[config.mk]
export PLATFORM = sky130hd
export DESIGN_NAME = flag_context_unit
export DESIGN_NICKNAME = d
export VERILOG_FILES = /design/src/rtl/flag_context_unit_pkg.sv /design/src/rtl/flag_condition_eval.sv /design/src/rtl/flag_context_unit.sv
export SDC_FILE = /design/constraint.sdc
export NUM_CORES = 1
export LEC_CHECK = 0
export CAP_MARGIN = 20
export CELL_PAD_IN_SITES_DETAIL_PLACEMENT = 0
export CELL_PAD_IN_SITES_GLOBAL_PLACEMENT = 1
export CORE_MARGIN = 5
export CORE_UTILIZATION = 40
export DETAILED_ROUTE_END_ITERATION = 6
export MAX_ROUTING_LAYER = met4
export PLACE_DENSITY = 0.82
export SETUP_SLACK_MARGIN = 0.3
export SLEW_MARGIN = 20
export SYNTH_ARGS = -nofsm -noshare
export SYNTH_HDL_FRONTEND = slang
export SYNTH_HIERARCHICAL = 1
export SYNTH_SLANG_ARGS = --single-unit
[constraint.sdc]
create_clock -name clock -period 2.5 [get_ports clock]
set_input_delay 0.75 -clock clock [delete_from_list [all_inputs] [get_ports clock]]
set_output_delay 0.75 -clock clock [all_outputs]
set_load 0.03 [all_outputs]
[src/rtl/flag_context_unit_pkg.sv]
// Shared definitions for the flag/context unit: update modes, condition codes,
// FSM encoding and the flag record stored per context.
package flag_context_unit_pkg;

  localparam int BIOS_CTX = 0;

  localparam logic [3:0] UPD_HOLD        = 4'd0;
  localparam logic [3:0] UPD_ALU_NZCV    = 4'd1;
  localparam logic [3:0] UPD_ALU_NZ      = 4'd2;
  localparam logic [3:0] UPD_BS_NZC      = 4'd3;
  localparam logic [3:0] UPD_ALU_NZ_BS_C = 4'd4;
  localparam logic [3:0] UPD_SET_MODE    = 4'd5;
  localparam logic [3:0] UPD_CLR_MODE    = 4'd6;

  localparam logic [4:0] CC_EQ = 5'd0;
  localparam logic [4:0] CC_NE = 5'd1;
  localparam logic [4:0] CC_CS = 5'd2;
  localparam logic [4:0] CC_CC = 5'd3;
  localparam logic [4:0] CC_MI = 5'd4;
  localparam logic [4:0] CC_PL = 5'd5;
  localparam logic [4:0] CC_VS = 5'd6;
  localparam logic [4:0] CC_VC = 5'd7;
  localparam logic [4:0] CC_HI = 5'd8;
  localparam logic [4:0] CC_LS = 5'd9;
  localparam logic [4:0] CC_GE = 5'd10;
  localparam logic [4:0] CC_LT = 5'd11;
  localparam logic [4:0] CC_GT = 5'd12;
  localparam logic [4:0] CC_LE = 5'd13;
  localparam logic [4:0] CC_AL = 5'd14;
  localparam logic [4:0] CC_NV = 5'd15;

  typedef enum logic [2:0] {
    ST_IDLE,
    ST_SAVE,
    ST_LOAD,
    ST_ACK,
    ST_IO_WAIT,
    ST_IO_DONE
  } fsm_state_e;

  typedef struct packed {
    logic n;
    logic z;
    logic c;
    logic v;
    logic m;
  } flags_t;

endpackage

[src/rtl/flag_condition_eval.sv]
// Combinational ARM-style condition evaluation; codes above AL never pass.
module flag_condition_eval
  import flag_context_unit_pkg::*;
#(
  parameter int CONDITION_WIDTH = 5
) (
  input  logic                       n,
  input  logic                       z,
  input  logic                       c,
  input  logic                       v,
  input  logic [CONDITION_WIDTH-1:0] condition_code,
  output logic                       take
);

  always_comb begin
    take = 1'b0;
    case (condition_code)
      CONDITION_WIDTH'(CC_EQ): take = z;
      CONDITION_WIDTH'(CC_NE): take = ~z;
      CONDITION_WIDTH'(CC_CS): take = c;
      CONDITION_WIDTH'(CC_CC): take = ~c;
      CONDITION_WIDTH'(CC_MI): take = n;
      CONDITION_WIDTH'(CC_PL): take = ~n;
      CONDITION_WIDTH'(CC_VS): take = v;
      CONDITION_WIDTH'(CC_VC): take = ~v;
      CONDITION_WIDTH'(CC_HI): take = c & ~z;
      CONDITION_WIDTH'(CC_LS): take = ~c | z;
      CONDITION_WIDTH'(CC_GE): take = (n == v);
      CONDITION_WIDTH'(CC_LT): take = (n != v);
      CONDITION_WIDTH'(CC_GT): take = ~z & (n == v);
      CONDITION_WIDTH'(CC_LE): take = z | (n != v);
      CONDITION_WIDTH'(CC_AL): take = 1'b1;
      default:                 take = 1'b0;
    endcase
  end

endmodule

[src/rtl/flag_context_unit.sv]
// Live NZCV/mode flags with per-context save/restore, condition evaluation and
// the I/O wait handshake that stalls the datapath.
module flag_context_unit
  import flag_context_unit_pkg::*;
#(
  parameter int CONTEXTS          = 4,
  parameter int CTX_WIDTH         = 2,
  parameter int CONDITION_WIDTH   = 5,
  parameter int UPDATE_MODE_WIDTH = 4
) (
  input  logic                         clock,
  input  logic                         reset,
  input  logic                         enable,
  input  logic [UPDATE_MODE_WIDTH-1:0] update_mode,
  input  logic                         alu_negative,
  input  logic                         alu_zero,
  input  logic                         alu_carry,
  input  logic                         alu_overflow,
  input  logic                         bs_negative,
  input  logic                         bs_zero,
  input  logic                         bs_carry,
  input  logic [CONDITION_WIDTH-1:0]   condition_code,
  input  logic                         switch_req,
  input  logic [CTX_WIDTH-1:0]         target_context,
  input  logic                         io_req,
  input  logic                         io_is_input,
  input  logic                         confirmation,
  input  logic                         continue_button,
  output logic                         negative_flag,
  output logic                         zero_flag,
  output logic                         carry_flag,
  output logic                         overflow_flag,
  output logic                         mode_flag,
  output logic [CTX_WIDTH-1:0]         current_context,
  output logic                         is_bios,
  output logic                         should_take_branch,
  output logic                         stall,
  output logic                         switch_ack,
  output logic                         io_done
);

  fsm_state_e                   state_q, state_d;
  flags_t                       flags_q, flags_d;
  flags_t [CONTEXTS-1:0]        bank_q, bank_d;
  logic [CTX_WIDTH-1:0]         ctx_q, ctx_d;
  logic [CTX_WIDTH-1:0]         target_q, target_d;
  logic                         io_in_q, io_in_d;
  logic                         conf_prev_q, conf_prev_d;
  logic                         cont_prev_q, cont_prev_d;
  logic                         io_edge;

  // Edge detect against last cycle's level, so a level already high on entry never fires.
  assign io_edge = io_in_q ? (confirmation & ~conf_prev_q)
                           : (continue_button & ~cont_prev_q);

  always_comb begin
    state_d     = state_q;
    flags_d     = flags_q;
    bank_d      = bank_q;
    ctx_d       = ctx_q;
    target_d    = target_q;
    io_in_d     = io_in_q;
    conf_prev_d = confirmation;
    cont_prev_d = continue_button;

    case (state_q)
      ST_IDLE: begin
        if (enable) begin
          case (update_mode)
            UPDATE_MODE_WIDTH'(UPD_ALU_NZCV): begin
              flags_d.n = alu_negative;
              flags_d.z = alu_zero;
              flags_d.c = alu_carry;
              flags_d.v = alu_overflow;
            end
            UPDATE_MODE_WIDTH'(UPD_ALU_NZ): begin
              flags_d.n = alu_negative;
              flags_d.z = alu_zero;
            end
            UPDATE_MODE_WIDTH'(UPD_BS_NZC): begin
              flags_d.n = bs_negative;
              flags_d.z = bs_zero;
              flags_d.c = bs_carry;
            end
            UPDATE_MODE_WIDTH'(UPD_ALU_NZ_BS_C): begin
              flags_d.n = alu_negative;
              flags_d.z = alu_zero;
              flags_d.c = bs_carry;
            end
            UPDATE_MODE_WIDTH'(UPD_SET_MODE): flags_d.m = 1'b1;
            UPDATE_MODE_WIDTH'(UPD_CLR_MODE): flags_d.m = 1'b0;
            default: ;
          endcase
        end
        if (switch_req) begin
          state_d  = ST_SAVE;
          target_d = target_context;
        end else if (io_req) begin
          state_d = ST_IO_WAIT;
          io_in_d = io_is_input;
        end
      end
      ST_SAVE: begin
        bank_d[ctx_q] = flags_q;
        state_d       = ST_LOAD;
      end
      ST_LOAD: begin
        flags_d = bank_q[target_q];
        if (target_q == CTX_WIDTH'(BIOS_CTX)) flags_d.m = 1'b0;
        ctx_d   = target_q;
        state_d = ST_ACK;
      end
      ST_ACK:     state_d = ST_IDLE;
      ST_IO_WAIT: if (io_edge) state_d = ST_IO_DONE;
      ST_IO_DONE: state_d = ST_IDLE;
      default:    state_d = ST_IDLE;
    endcase
  end

  always_ff @(posedge clock or posedge reset) begin
    if (reset) begin
      state_q     <= ST_IDLE;
      flags_q     <= '0;
      bank_q      <= '0;
      ctx_q       <= '0;
      target_q    <= '0;
      io_in_q     <= 1'b0;
      conf_prev_q <= 1'b0;
      cont_prev_q <= 1'b0;
    end else begin
      state_q     <= state_d;
      flags_q     <= flags_d;
      bank_q      <= bank_d;
      ctx_q       <= ctx_d;
      target_q    <= target_d;
      io_in_q     <= io_in_d;
      conf_prev_q <= conf_prev_d;
      cont_prev_q <= cont_prev_d;
    end
  end

  assign negative_flag   = flags_q.n;
  assign zero_flag       = flags_q.z;
  assign carry_flag      = flags_q.c;
  assign overflow_flag   = flags_q.v;
  assign mode_flag       = flags_q.m;
  assign current_context = ctx_q;
  assign is_bios         = (ctx_q == CTX_WIDTH'(BIOS_CTX));
  assign stall           = (state_q == ST_SAVE) || (state_q == ST_LOAD) ||
                           (state_q == ST_IO_WAIT);
  assign switch_ack      = (state_q == ST_ACK);
  assign io_done         = (state_q == ST_IO_DONE);

  flag_condition_eval #(
    .CONDITION_WIDTH(CONDITION_WIDTH)
  ) u_cond (
    .n              (flags_q.n),
    .z              (flags_q.z),
    .c              (flags_q.c),
    .v              (flags_q.v),
    .condition_code (condition_code),
    .take           (should_take_branch)
  );

endmodule

[Word-level counts from Yosys, hierarchy flattened]
Cells that the tools add are included.
Word-level totals
  word-level logic and storage cells: 116
  output and inout bits: 12
  bits of input ports: 26
  register bits: 35
Operators by class
  order comparisons: 3
  bitwise logic cells: 13
  eq/ne operators: 34
  muxes and demuxes: 18
  reduce and logical (&&, ||, !) cells: 17
Operators with widths (count)
  $eq 5x4->1 const B: 7
  $bwmux 20: 1
  $eq 5x3->1 const B: 4
  $mux 5: 3
  $pmux 1 s15: 1
  $reduce_and 3->1: 5
  $eq 4x3->1 const B: 3
  $pmux 3 s4: 1
  $bmux 5 s2: 1
  $demux 5 s2: 1
  $eq 5x2->1 const B: 2
  $pmux 5 s2: 1
  $mux 3: 3
  $eq 4x2->1 const B: 2
  $not 1->1: 7
  $eq 3x2->1 const B: 2
  $eq 3x3->1 const B: 2
  $lt 2x3->1 const B: 2
  $ne 3x2->1 const B: 2
  $eq 5x1->1 const B: 1
  $logic_not 5->1: 1
  $and 1x1->1: 4
  $eq 4x1->1 const B: 1
  $logic_not 2->1: 2
  other kinds (19): 26

[Logic depth before layout (Yosys ltp)]
Gate-level depths: netlist of the first run.
  depth after elaboration: 5
  gate-level depth with buffers: 6
  mapped depth without buffers: 4

[Modules after synthesis]
Netlist of the first run, hierarchy kept.
By module, submodules not included
  flag_context_unit: times used 1, area an instance 1761.7 µm², seq. area each 850.8 µm², cells each 148
  flag_condition_eval: times used 1, area an instance 156.4 µm², seq. area each 0.0 µm², cells each 21

[Worst setup path before layout of the first run]
No wires, ideal clock.
  path kind: input-to-output
  start: in condition_code[2]
  end: out should_take_branch
  cell stages on the path: 3
  buffers on the path: 0
  slack: -0.685 ns
  data arrival time: 2.435 ns
  data required time: 1.750 ns
  path through: mux2_2 o2111a_1 a2111oi_1
On the way
  longest elaborated chain between the ends: 2
  elaborated cells between the ends (all ways): 16
  classes of those cells: eq/ne (14); mux (1); reduce/logical (1)
Ends and longest elaborated chain
  start, declared: RTL line flag_context_unit.sv:22  | input logic [CONDITION_WIDTH-1:0] condition_code,
  $eq 5x4->1, or another cell as far along: RTL line flag_condition_eval.sv:17  | case (condition_code)
  $pmux 1 s15 (*): RTL line flag_condition_eval.sv:17
  end, declared: RTL line flag_context_unit.sv:36  | output logic should_take_branch,
Mark *: on every way between the ends. The rest lies on a longest branch, timed or not.

[Final worst setup path of the first run]
  start: in condition_code[0]
  end: out should_take_branch
Same word-level chain as after synthesis.

==> metrics.md, run 1 <==
| Metric | Value |
|---|---|
| Status | `finished, violations left` |
| Failing checks | `negative setup slack` |
| Commonest non-fill, non-tap cell in the layout | `dfrtp_1` |
| Ant. Diodes | `0` |
| CTS buffer count | `5` |
| Synth Register Bits | `34` |
| Worst slew pin tran | `0.432 ns` |
| Count of final setup violators | `1` |
| Worst-path clk slew | `0.08 ns` |
| Clock Skews | `between 0.008 and 0.009 ns` |
| Worst vdd ir | `around 0.58 mV` |
| Smallest hold slack | `around 0.51 ns` |
| Worst Path Buf+Inv | `2` |
| Worst hold stages | `1` |
| Slew headroom | `71.2%` |
| Vias | `1537` |
| Slowest-stage cell, CP | `a2111oi_4` |
| Delay-heaviest family, CP | `compound AO/OA/AOI/OAI gates` |
| Root Driver | `clkbuf_8` |
| Critical path origin | `condition_code[0]` |
| Comb power frac | `48.6%` |
| Crit path arrival time | `1.87 ns` |
| Largest net degree at the start of global routing | `35` |
| Sequential area share after synthesis | `44.4%` |
| Reg area | `~860 um2` |
| Fmax achieved | `382 MHz` |
| Pwr Density | `roughly 1100 nW/um2` |
| Area delta synth->final | `37.2%` |
| Chip width | `79.2 um` |
| Worst min-delay path class | `flop to flop` |
| Clock share of power | `16.9%` |
| Die Y | `79.2 um` |
| Hold path start | `bank_q[9]` |
| Switching Share | `39.2%` |
| Finished Layout Cells | `between 200 and 300` |
| Most frequent cells in the layout | `dfrtp_1, mux2_2, clkdlybuf4s50_1, buf_4, nand2_1` |
| Total die area | `6280 um2` |
| Placed insts | `266` |
| Critical path peak fanout | `5` |
| Final hold vios | `0` |
| Async set-reset flop share out of synthesis | `100%` |
| Final core occ | `56.1%` |
| Drt pass-1 iters | `5` |
| Routed wire length per instance | `17.3 um` |
| Part of the power in registers | `34.5%` |
| Multi-input gate area | `about 1100 um2` |
| Post-synth cell types | `51` |
| Cells after Synth | `169` |
| Tot GR Track Use | `16.8%` |
| Fin. max-slew vios | `0` |
| Mapped Area | `1920 um2` |
| Clock Latency Late Sink | `between 0.2 and 0.3 ns` |
| Max Cap Viol | `0` |
| Rows | `25` |
| CTS tree | `built` |
| Primary FF master, synth | `dfrtp_1` |
| Initial Util | `40.9%` |
| Clock sink count | `34` |
| Setup ws final | `-0.118 ns` |
| Detailed Route WL | `4.76 mm` |
| Share of layout cells above drive strength 1 | `36.7%` |
| Mapped Avg Cell Area | `approximately 11 um2` |
| Hpwl dp | `3.50 mm` |
| Slowest Stage Delay on Critical Path | `0.29 ns` |
| Yosys warnings | `6` |
| Critical Path Stages | `6` |
| # IOs | `38` |
| Tot Pwr | `between 0.002 and 0.003 W` |
| Core area | `~4700 um2` |
| Vias in the first global route | `1654` |
| CTS Buffer Depth | `2` |
| Dpl ws | `-1.17 ns` |
| # H-tree levels | `2` |
| Register-to-Register Path Depth | `5` |
| Via density | `5.59` |
| Routed Antenna Nets | `0` |
| CP Cell Sequence | `buf_2 > nor3b_2 > a31oi_1 > o211a_1 > a2111oi_4 > buf_4` |
| First-pass GRT wire length | `8.01 mm` |
| Buffers on Ports | `37` |
| # fillers | `406` |
| RSZ-0062 raised after global routing | `true` |
| Pint | `0.00183 W` |
| 1st-iter DRT viols | `68` |
| Fin nets | `246` |
| Pleak | `1.14 nW` |
| Fin crit share | `105%` |
| Period minus WS final | `2.62 ns` |
| Gr ovfl total | `0` |
| Setup CP Type | `primary input to primary output` |
| CP Capture Type | `primary output` |
| EDFF count, synth | `0` |
| Switching power total | `approximately 0.0012 W` |
| Routability cong. | `0.779` |
| Worst Path Required | `1.75 ns` |
| Initial antenna violation count | `0` |
| DRC | `0` |
| Reg2reg start | `state_q[2]` |
| Syn Nets | `195` |
| Worst setup SP type | `primary input` |
## metrics by stage
stage | TNS [ns] | area, um2
final | -0.118 | 2630
after global routing | -0.162 | 2630
after CTS | -0.106 | 2630
after detailed placement | -1.17 | 2460
after global placement | -1.11 | 2460
after floorplan | -0.0139 | 1960
## sequential cells by signal, summed over array words and instances (netlist names), 2 cells and up
register,flops
current_context,2
target_q,2
bank_q,19
state_q,3
## cell type report
| class | count | area share [%] |
|---|---|---|
| inverter | 4 | 0.570 |
| timing repair buffer | 53 | 18.2 |
| clock inverter | 3 | 1.71 |
| clock buffer | 5 | 2.61 |
| tap | 54 | 2.57 |
| sequential | 34 | 32.5 |
| multi-input combinational | 122 | 41.8 |
## power by group through the flow
stage | Combinational, W | Clock (W) | Sequential [W]
2_1_floorplan | 0.000917 | 0 | 0.00103
3_3_place_gp | 0.00141 | 0 | 0.00101
3_5_place_dp | 0.00146 | 0 | 0.00104
4_1_cts | 0.00146 | 0.000517 | 0.00104
5_1_grt | 0.00157 | 0.000543 | 0.00108
6_report | 0.00146 | 0.000507 | 0.00104
## worst reg2reg max path, stage by stage, from the launching register on
cell and delay, ns:
dfrtp_2 0.50, nor3b_4 0.21, buf_4 0.15, nand2_1 0.09, nor2_4 0.19, mux2_2 0.37
## Yosys cell counts, drive strengths merged (2+ instances only)
cell | n | area share, %
xnor2 | 2 | 0.91
o31ai | 4 | 1.6
o211ai | 2 | 0.78
mux2i | 4 | 2.1
buf | 7 | 2.4
o21bai | 2 | 0.78
a21oi | 5 | 1.3
nand2b | 2 | 0.65
inv | 4 | 0.78
mux2 | 23 | 14
mux4 | 4 | 4.7
nor3 | 3 | 1.0
a41oi | 2 | 1.3
o21ai | 7 | 1.8
a22oi | 2 | 0.78
nor2b | 3 | 0.98
nor2 | 11 | 2.5
dfrtp | 34 | 44
nand3b | 5 | 2.0
nand2 | 14 | 2.7
nor3b | 4 | 2.4
clkbuf | 2 | 0.39
and3b | 2 | 0.91
nand3 | 2 | 0.78
a2111oi | 2 | 0.98
## layer usage
layer	global-route usage [%]	vias to the layer above	wire length, um
met4	6.87	0	49
met1	20.9	772	2140
li1	-	725	-
met5	-	-	0
met3	2.95	6	174
met2	27.2	34	2390
## repair_timing
item | in CTS | in global routing
resized for setup | 47 | 5
setup buffers | 1 | 0
endpoints found under the setup margin | 11 | 5
pin swaps | 7 | 1
hold buffers | 0 | 0
## logic make-up (layout without fill, tap and decap cells)
group,Yosys count,count (layout),synth area share [%]
AND/OR/NAND/NOR,55,55,17.9
flip-flops,34,34,44.4
XOR/XNOR,3,3,1.37
multiplexers,31,31,20.3
AO/OA/AOI/OAI,33,33,12.5
buffers and inverters,13,65,3.59
## final timing paths
| check | endpoint | slack, ns |
|---|---|---|
| min reg2reg | bank_q[9] | 0.51 |
| min in group asynchronous | bank_q[7] | 0.86 |
| max in group asynchronous | state_q[1] | 1.32 |
| max | should_take_branch | -0.12 |
| min | bank_q[9] | 0.51 |
| max reg2reg | bank_q[12] | 0.89 |
No activity file was read; power rests on OpenSTA's default activity.
==> run 2: changes to the inputs <==
--- a/config.mk
+++ b/config.mk
@@ -13,6 +13,7 @@
 export DETAILED_ROUTE_END_ITERATION = 6
 export MAX_ROUTING_LAYER = met4
 export PLACE_DENSITY = 0.82
+export RECOVER_POWER = 50
 export SETUP_SLACK_MARGIN = 0.3
 export SLEW_MARGIN = 20
 export SYNTH_ARGS = -nofsm -noshare
==> metrics.md, run 2 (synthesized netlist as in run 1, its figures left out) <==
| Metric | Value |
|---|---|
| Status | `finished, violations left (unchanged)` |
| Failing checks | `negative setup slack (unchanged)` |
| Number of flip-flops in the largest register | `19 (unchanged)` |
| Total die area | `6280 um2 (unchanged)` |
| Period minus WS final | `2.62 ns (about the same)` |
| Gr ovfl total | `0 (unchanged)` |
| Final hold vios | `0 (unchanged)` |
| Worst setup SP type | `primary input (unchanged)` |
| Fmax achieved | `382 MHz (about the same)` |
| Vias in the first global route | `1654 (unchanged)` |
| Via density | `5.58 (was 5.59)` |
| Most frequent cells in the layout | `dfrtp_1, mux2_2, clkdlybuf4s50_1, nand2_1, buf_4 (was dfrtp_1, mux2_2, clkdlybuf4s50_1, buf_4, nand2_1)` |
| DRC | `0 (unchanged)` |
| CP Capture Type | `primary output (unchanged)` |
| Switching power total | `0.00117 W (about the same)` |
| Pwr Density | `1140 nW/um2 (about the same)` |
| Pint | `0.00181 W (was 0.00183 W)` |
| Routed Antenna Nets | `0 (unchanged)` |
| Routability cong. | `0.779 (unchanged)` |
| Die Y | `79.2 um (unchanged)` |
| Clock share of power | `16.9% (about the same)` |
| Fin nets | `246 (unchanged)` |
| Final core occ | `55.9% (was 56.1%)` |
| Clock Skews | `0.00985 ns (was 0.00844 ns)` |
| Crit path arrival time | `1.87 ns (about the same)` |
| First-pass GRT wire length | `8.01 mm (unchanged)` |
| Setup ws final | `-0.118 ns (about the same)` |
| Setup CP Type | `primary input to primary output (unchanged)` |
| Rows | `25 (unchanged)` |
| Part of the power in registers | `34.7% (was 34.5%)` |
| Chip width | `79.2 um (unchanged)` |
| Hpwl dp | `3.50 mm (unchanged)` |
| Switching Share | `39.3% (was 39.2%)` |
| Smallest hold slack | `0.510 ns (about the same)` |
| Pleak | `1.13 nW (was 1.14 nW)` |
| Worst slew pin tran | `0.844 ns (was 0.432 ns)` |
| Commonest non-fill, non-tap cell in the layout | `dfrtp_1 (unchanged)` |
| Flop-to-flop setup slack | `0.43 ns (was 0.89 ns)` |
| End point of the critical path | `should_take_branch (unchanged)` |
| Worst min-delay path class | `flop to flop (unchanged)` |
| Comb power frac | `48.3% (was 48.6%)` |
| Critical path origin | `condition_code[0] (unchanged)` |
| Reg2reg start | `state_q[1] (was state_q[2])` |
| Fin crit share | `105% (about the same)` |
| Finished Layout Cells | `275 (unchanged)` |
| Tot Pwr | `0.00298 W (was 0.00300 W)` |
| CTS Buffer Depth | `2 (unchanged)` |
| Share of layout cells above drive strength 1 | `35.3% (was 36.7%)` |
| Ant. Diodes | `0 (unchanged)` |
| Drt pass-1 iters | `4 (was 5)` |
| Fin. max-slew vios | `0 (unchanged)` |
| CTS tree | `built (unchanged)` |
| Root Driver | `clkbuf_8 (unchanged)` |
| Biggest register | `bank_q (unchanged)` |
| Reg-to-Reg End | `zero_flag (was bank_q[12])` |
| Initial Util | `40.9% (unchanged)` |
| Tot GR Track Use | `16.8% (unchanged)` |
| # IOs | `38 (unchanged)` |
| Count of final setup violators | `1 (unchanged)` |
| Worst vdd ir | `0.576 mV (about the same)` |
| Clock sink count | `34 (unchanged)` |
| # H-tree levels | `2 (unchanged)` |
| Initial antenna violation count | `0 (unchanged)` |
| Dpl ws | `-1.17 ns (unchanged)` |
| RSZ-0062 raised after global routing | `true (unchanged)` |
| Buffers on Ports | `37 (unchanged)` |
| Vias | `1535 (was 1537)` |
| Largest net degree at the start of global routing | `35 (unchanged)` |
| Core area | `4690 um2 (unchanged)` |
| Worst-path clk slew | `0.07 ns (was 0.08 ns)` |
| Routed wire length per instance | `17.2 um (was 17.3 um)` |
| Max Cap Viol | `0 (unchanged)` |
| CTS buffer count | `5 (unchanged)` |
| 1st-iter DRT viols | `91 (was 68)` |
| Slew headroom | `43.8% (was 71.2%)` |
| Critical path peak fanout | `5 (unchanged)` |
| Clock Latency Late Sink | `0.29 ns (about the same)` |
| Worst Path Required | `1.75 ns (about the same)` |
| Hold buffer count at CTS | `0 (unchanged)` |
| Register-to-Register Path Depth | `6 (was 5)` |
| Placed insts | `266 (unchanged)` |
| Biggest regs | `bank_q x19, state_q x3 (unchanged)` |
| Detailed Route WL | `4.73 mm (was 4.76 mm)` |
| Area delta synth->final | `36.7% (was 37.2%)` |
run 2: metrics by stage:
| stage | setup TNS [ns] | area [um2] |
|---|---|---|
| 5_1_grt | -0.162 | 2620 |
| 2_1_floorplan | -0.0139 | 1960 |
| 3_5_place_dp | -1.17 | 2460 |
| 3_3_place_gp | -1.11 | 2460 |
| 4_1_cts | -0.106 | 2630 |
| 6_report | -0.118 | 2620 |
run 2: worst min-delay path by stage:
stage	depth (start not counted)	start	slack [ns]	endpoint
after detailed placement	1	bank_q[7]	0.49	bank_q[7]
after floorplan	1	bank_q[6]	0.47	bank_q[6]
final	1	bank_q[15]	0.51	bank_q[15]
after global placement	1	bank_q[7]	0.48	bank_q[7]
after global routing	1	bank_q[9]	0.53	bank_q[9]
after CTS	1	bank_q[9]	0.51	bank_q[9]
run 2: cell type report:
class                           count  area (um2)
Fill cell                         406        2070
Multi-Input combinational cell    122        1100
Sequential cell                    34         855
Timing Repair Buffer               53         469
Clock buffer                        5        68.8
Tap cell                           54        67.6
Clock inverter                      3        45.0
Inverter                            4        15.0
run 2: power groups by stage:
stage          Combinational [W]  Sequential (W)  Clock (W)
2_1_floorplan           0.000917         0.00103          0
3_3_place_gp             0.00141         0.00101          0
3_5_place_dp             0.00146         0.00104          0
4_1_cts                  0.00146         0.00104   0.000517
5_1_grt                  0.00155         0.00108   0.000543
6_report                 0.00144         0.00103   0.000504
run 2: worst max-delay path: stages:
cell       delay [ns]
buf_2            0.13
nor3b_2          0.15
a31oi_1          0.08
o211a_1          0.26
a2111oi_4        0.29
buf_4            0.21
run 2: repair_timing:
action,CTS,global route
pin swaps,7,1
resized for setup,47,5
endpoints found under the setup margin,11,5
setup buffers,1,0
run 2: metal layers:
metal | share of wire (%) | wire [um] | global-route usage, % | vias to the layer above
met5 | 0 | 0 | - | -
met4 | 1.4 | 65 | 6.87 | 0
met3 | 3.5 | 165 | 2.95 | 8
met2 | 50 | 2350 | 27.2 | 33
met1 | 45 | 2140 | 20.9 | 767
li1 | - | - | - | 727
==> run 3: changes to the inputs <==
--- a/config.mk
+++ b/config.mk
@@ -5,14 +5,15 @@
 export SDC_FILE = /design/constraint.sdc
 export NUM_CORES = 1
 export LEC_CHECK = 0
+export ABC_AREA = 1
 export CAP_MARGIN = 20
 export CELL_PAD_IN_SITES_DETAIL_PLACEMENT = 0
 export CELL_PAD_IN_SITES_GLOBAL_PLACEMENT = 1
 export CORE_MARGIN = 5
-export CORE_UTILIZATION = 40
+export CORE_UTILIZATION = 37
 export DETAILED_ROUTE_END_ITERATION = 6
 export MAX_ROUTING_LAYER = met4
-export PLACE_DENSITY = 0.82
+export PLACE_DENSITY = 0.83
 export RECOVER_POWER = 50
 export SETUP_SLACK_MARGIN = 0.3
 export SLEW_MARGIN = 20
==> metrics.md, run 3 <==
| Metric | Value |
|---|---|
| Detailed Route WL | `5.01 mm (was 4.73 mm)` |
| Placed insts | `382 (was 266)` |
| CTS tree | `built (unchanged)` |
| Setup CP Type | `primary input to primary output (unchanged)` |
| Buffers on Ports | `37 (unchanged)` |
| Root Driver | `clkbuf_8 (unchanged)` |
| 1st-iter DRT viols | `66 (was 91)` |
| Fin. max-slew vios | `0 (unchanged)` |
| Vias | `1890 (was 1535)` |
| Rows | `26 (was 25)` |
| Routability cong. | `0.837 (was 0.779)` |
| Clock sink count | `34 (unchanged)` |
| Met2 Track Usage GR | `23.5% (was 27.2%)` |
| Core area | `5140 um2 (was 4690 um2)` |
| Clock Skews | `0.00380 ns (was 0.00985 ns)` |
| Worst-path clk slew | `0.07 ns (about the same)` |
| Sequential area share after synthesis | `43.4% (was 44.4%)` |
| Worst slew pin tran | `0.845 ns (was 0.844 ns)` |
| Critical path peak fanout | `4 (was 5)` |
| Worst vdd ir | `0.475 mV (was 0.576 mV)` |
| Mapped Avg Cell Area | `7.16 um2 (was 11.3 um2)` |
| Routed wire length per instance | `12.8 um (was 17.2 um)` |
| Crit path arrival time | `1.55 ns (was 1.87 ns)` |
| Yosys warnings | `6 (unchanged)` |
| Biggest regs | `bank_q x19, state_q x3 (unchanged)` |
| Initial antenna violation count | `0 (unchanged)` |
| Area delta synth->final | `35.1% (was 36.7%)` |
| Hpwl dp | `3.68 mm (was 3.50 mm)` |
| Routed Antenna Nets | `0 (unchanged)` |
| Commonest non-fill, non-tap cell in the layout | `nand2_1 (was dfrtp_1)` |
| Met3 Use GR | `3.86% (was 2.95%)` |
| Via density | `4.82 (was 5.58)` |
| Finished Layout Cells | `392 (was 275)` |
| Ant. Diodes | `0 (unchanged)` |
| Tot GR Track Use | `15.5% (was 16.8%)` |
| Hold path start | `bank_q[10] (was bank_q[15])` |
| Fmax achieved | `434 MHz (was 382 MHz)` |
| Slew headroom | `43.6% (was 43.8%)` |
| Gr ovfl total | `0 (unchanged)` |
| Vias in the first global route | `1845 (was 1654)` |
| Fin crit share | `92.1% (was 105%)` |
| Drt pass-1 iters | `4 (unchanged)` |
| Yosys top cell by area | `dfrtp_1 (unchanged)` |
| Synth Register Bits | `34 (unchanged)` |
| Largest net degree at the start of global routing | `35 (unchanged)` |
| Initial Util | `38.2% (was 40.9%)` |
| # H-tree levels | `2 (unchanged)` |
| Post-synth cell types | `26 (was 51)` |
| Status | `finished, final reports clean (was finished, violations left)` |
| Biggest register | `bank_q (unchanged)` |
| Period minus WS final | `2.30 ns (was 2.62 ns)` |
| First-pass GRT wire length | `8.69 mm (was 8.01 mm)` |
| Reg2reg start | `target_q[0] (was state_q[1])` |
| Post-synth top cells | `nand2_1, nor2_1, dfrtp_1, o21ai_0, inv_1 (was dfrtp_1, mux2_2, nand2_1)` |
| Primary FF master, synth | `dfrtp_1 (unchanged)` |
| CTS Buffer Depth | `2 (unchanged)` |
| Most frequent cells in the layout | `nand2_1, o21ai_0, nor2_1, dfrtp_1, inv_1 (was dfrtp_1, mux2_2, clkdlybuf4s50_1, nand2_1, buf_4)` |
| GR Util met1 | `21.0% (was 20.9%)` |
| Die Y | `82.8 um (was 79.2 um)` |
| Critical path origin | `condition_code[1] (was condition_code[0])` |
| Pleak | `1.29 nW (was 1.13 nW)` |
| Worst Path Required | `1.75 ns (about the same)` |
| Final hold vios | `0 (unchanged)` |
| Fin nets | `347 (was 246)` |
| Number of flip-flops in the largest register | `19 (unchanged)` |
| Cells after Synth | `274 (was 169)` |
| Most frequent cell after synthesis | `nand2_1 (was dfrtp_1)` |
| DRC | `0 (unchanged)` |
| Worst setup SP type | `primary input (unchanged)` |
| CTS buffer count | `5 (unchanged)` |
| # IOs | `38 (unchanged)` |
| Top cell type's share of synthesized area | `43.4% (was 44.4%)` |
| Share of layout cells above drive strength 1 | `18.0% (was 35.3%)` |
| Total die area | `6860 um2 (was 6280 um2)` |
| Synth top area cells | `dfrtp_1, nand2_1, o21ai_0 (was dfrtp_1, mux2_2, mux4_2)` |
| CP Capture Type | `primary output (unchanged)` |
| EDFF count, synth | `0 (unchanged)` |
| Busiest metal layer after global routing | `met2 (unchanged)` |
| Syn Nets | `300 (was 195)` |
| Clock Latency Late Sink | `0.28 ns (was 0.29 ns)` |
| Async set-reset flop share out of synthesis | `100% (unchanged)` |
| Chip width | `82.8 um (was 79.2 um)` |
| RSZ-0062 raised after global routing | `true (unchanged)` |
| Worst min-delay path class | `flop to flop (unchanged)` |
| Max Cap Viol | `0 (unchanged)` |
| Tot Pwr | `0.00284 W (was 0.00298 W)` |
| Pwr Density | `1070 nW/um2 (was 1140 nW/um2)` |
| Count of final setup violators | `0 (was 1)` |
| Mapped Area | `1960 um2 (was 1920 um2)` |
[run 3: changes by cell type after synthesis, sizes merged, moves of 4 or more]
cell   before  now
mux2       23    0
nand2      14   74
mux4        4    0
nor2       11   42
inv         4   37
nor3b       4    0
o21ai       7   36
mux2i       4    0
nand3       2   24
buf         7    3
[run 3: worst max-delay path: stages]
cell	delay (ns)
buf_8	0.11
buf_6	0.12
nand3_2	0.05
nor2_1	0.04
nor2_1	0.09
nand2_1	0.07
nor2_2	0.10
nand3_1	0.08
buf_6	0.14
[run 3: cells by family (layout without fill, tap and decap cells)]
family | Yosys count | count (layout) | share of synthesized area, %
buffers and inverters | 41 | 89 | 8.35
AO/OA/AOI/OAI | 48 | 48 | 13.5
flip-flops | 34 | 34 | 43.4
AND/OR/NAND/NOR | 151 | 151 | 34.8
[run 3: path summary, 6_finish.rpt]
path                                 endpoint  slack, ns  depth (start not counted)
hold / removal                     bank_q[10]       0.48                          2
max in group asynchronous       negative_flag       0.76                          3
setup / recovery           should_take_branch       0.20                          9
setup reg to reg                negative_flag       0.87                          7
hold reg to reg                    bank_q[10]       0.48                          2
min in group asynchronous         conf_prev_q       1.16                          3
[run 3: through the flow]
step / cell area (um2) / utilization, % / worst slack, ns / hold slack (ns) / setup TNS (ns)
6_report: 2650 / 51.6 / 0.198 / 0.482 / 0
3_5_place_dp: 2420 / 47.2 / -0.274 / 0.468 / -0.274
2_1_floorplan: 1960 / - / 0.355 / 0.448 / 0
5_1_grt: 2650 / 51.6 / 0.131 / 0.506 / 0
3_3_place_gp: 2420 / 47.2 / -0.290 / 0.461 / -0.290
4_1_cts: 2570 / 50.1 / 0.0518 / 0.486 / 0
[run 3: what timing repair did]
action	CTS	global route
hold buffers	0	0
buffers inserted	2	0
pin swaps	2	10
gates resized for setup	30	45
setup endpoints to repair	10	4
[run 3: per-layer routing]
| layer | routed length [um] | share of wire [%] |
|---|---|---|
| met3 | 221 | 4.4 |
| met1 | 2560 | 51 |
| met5 | 0 | 0 |
| met4 | 48 | 0.96 |
| met2 | 2180 | 43 |
[run 3: power breakdown]
part | internal [W] | switching (W)
registers | 0.000769 | 0.000214
clock network | 0.000425 | 0.000199
logic | 0.000431 | 0.000798
[run 3: area by class of cell]
cell class	instances	area [um2]
Clock buffer	6	82.6
Clock inverter	2	60.1
Fill cell	543	2490
Inverter	38	153
Multi-Input combinational cell	199	1010
Sequential cell	34	853
Tap cell	70	87.6
Timing Repair Buffer	43	404
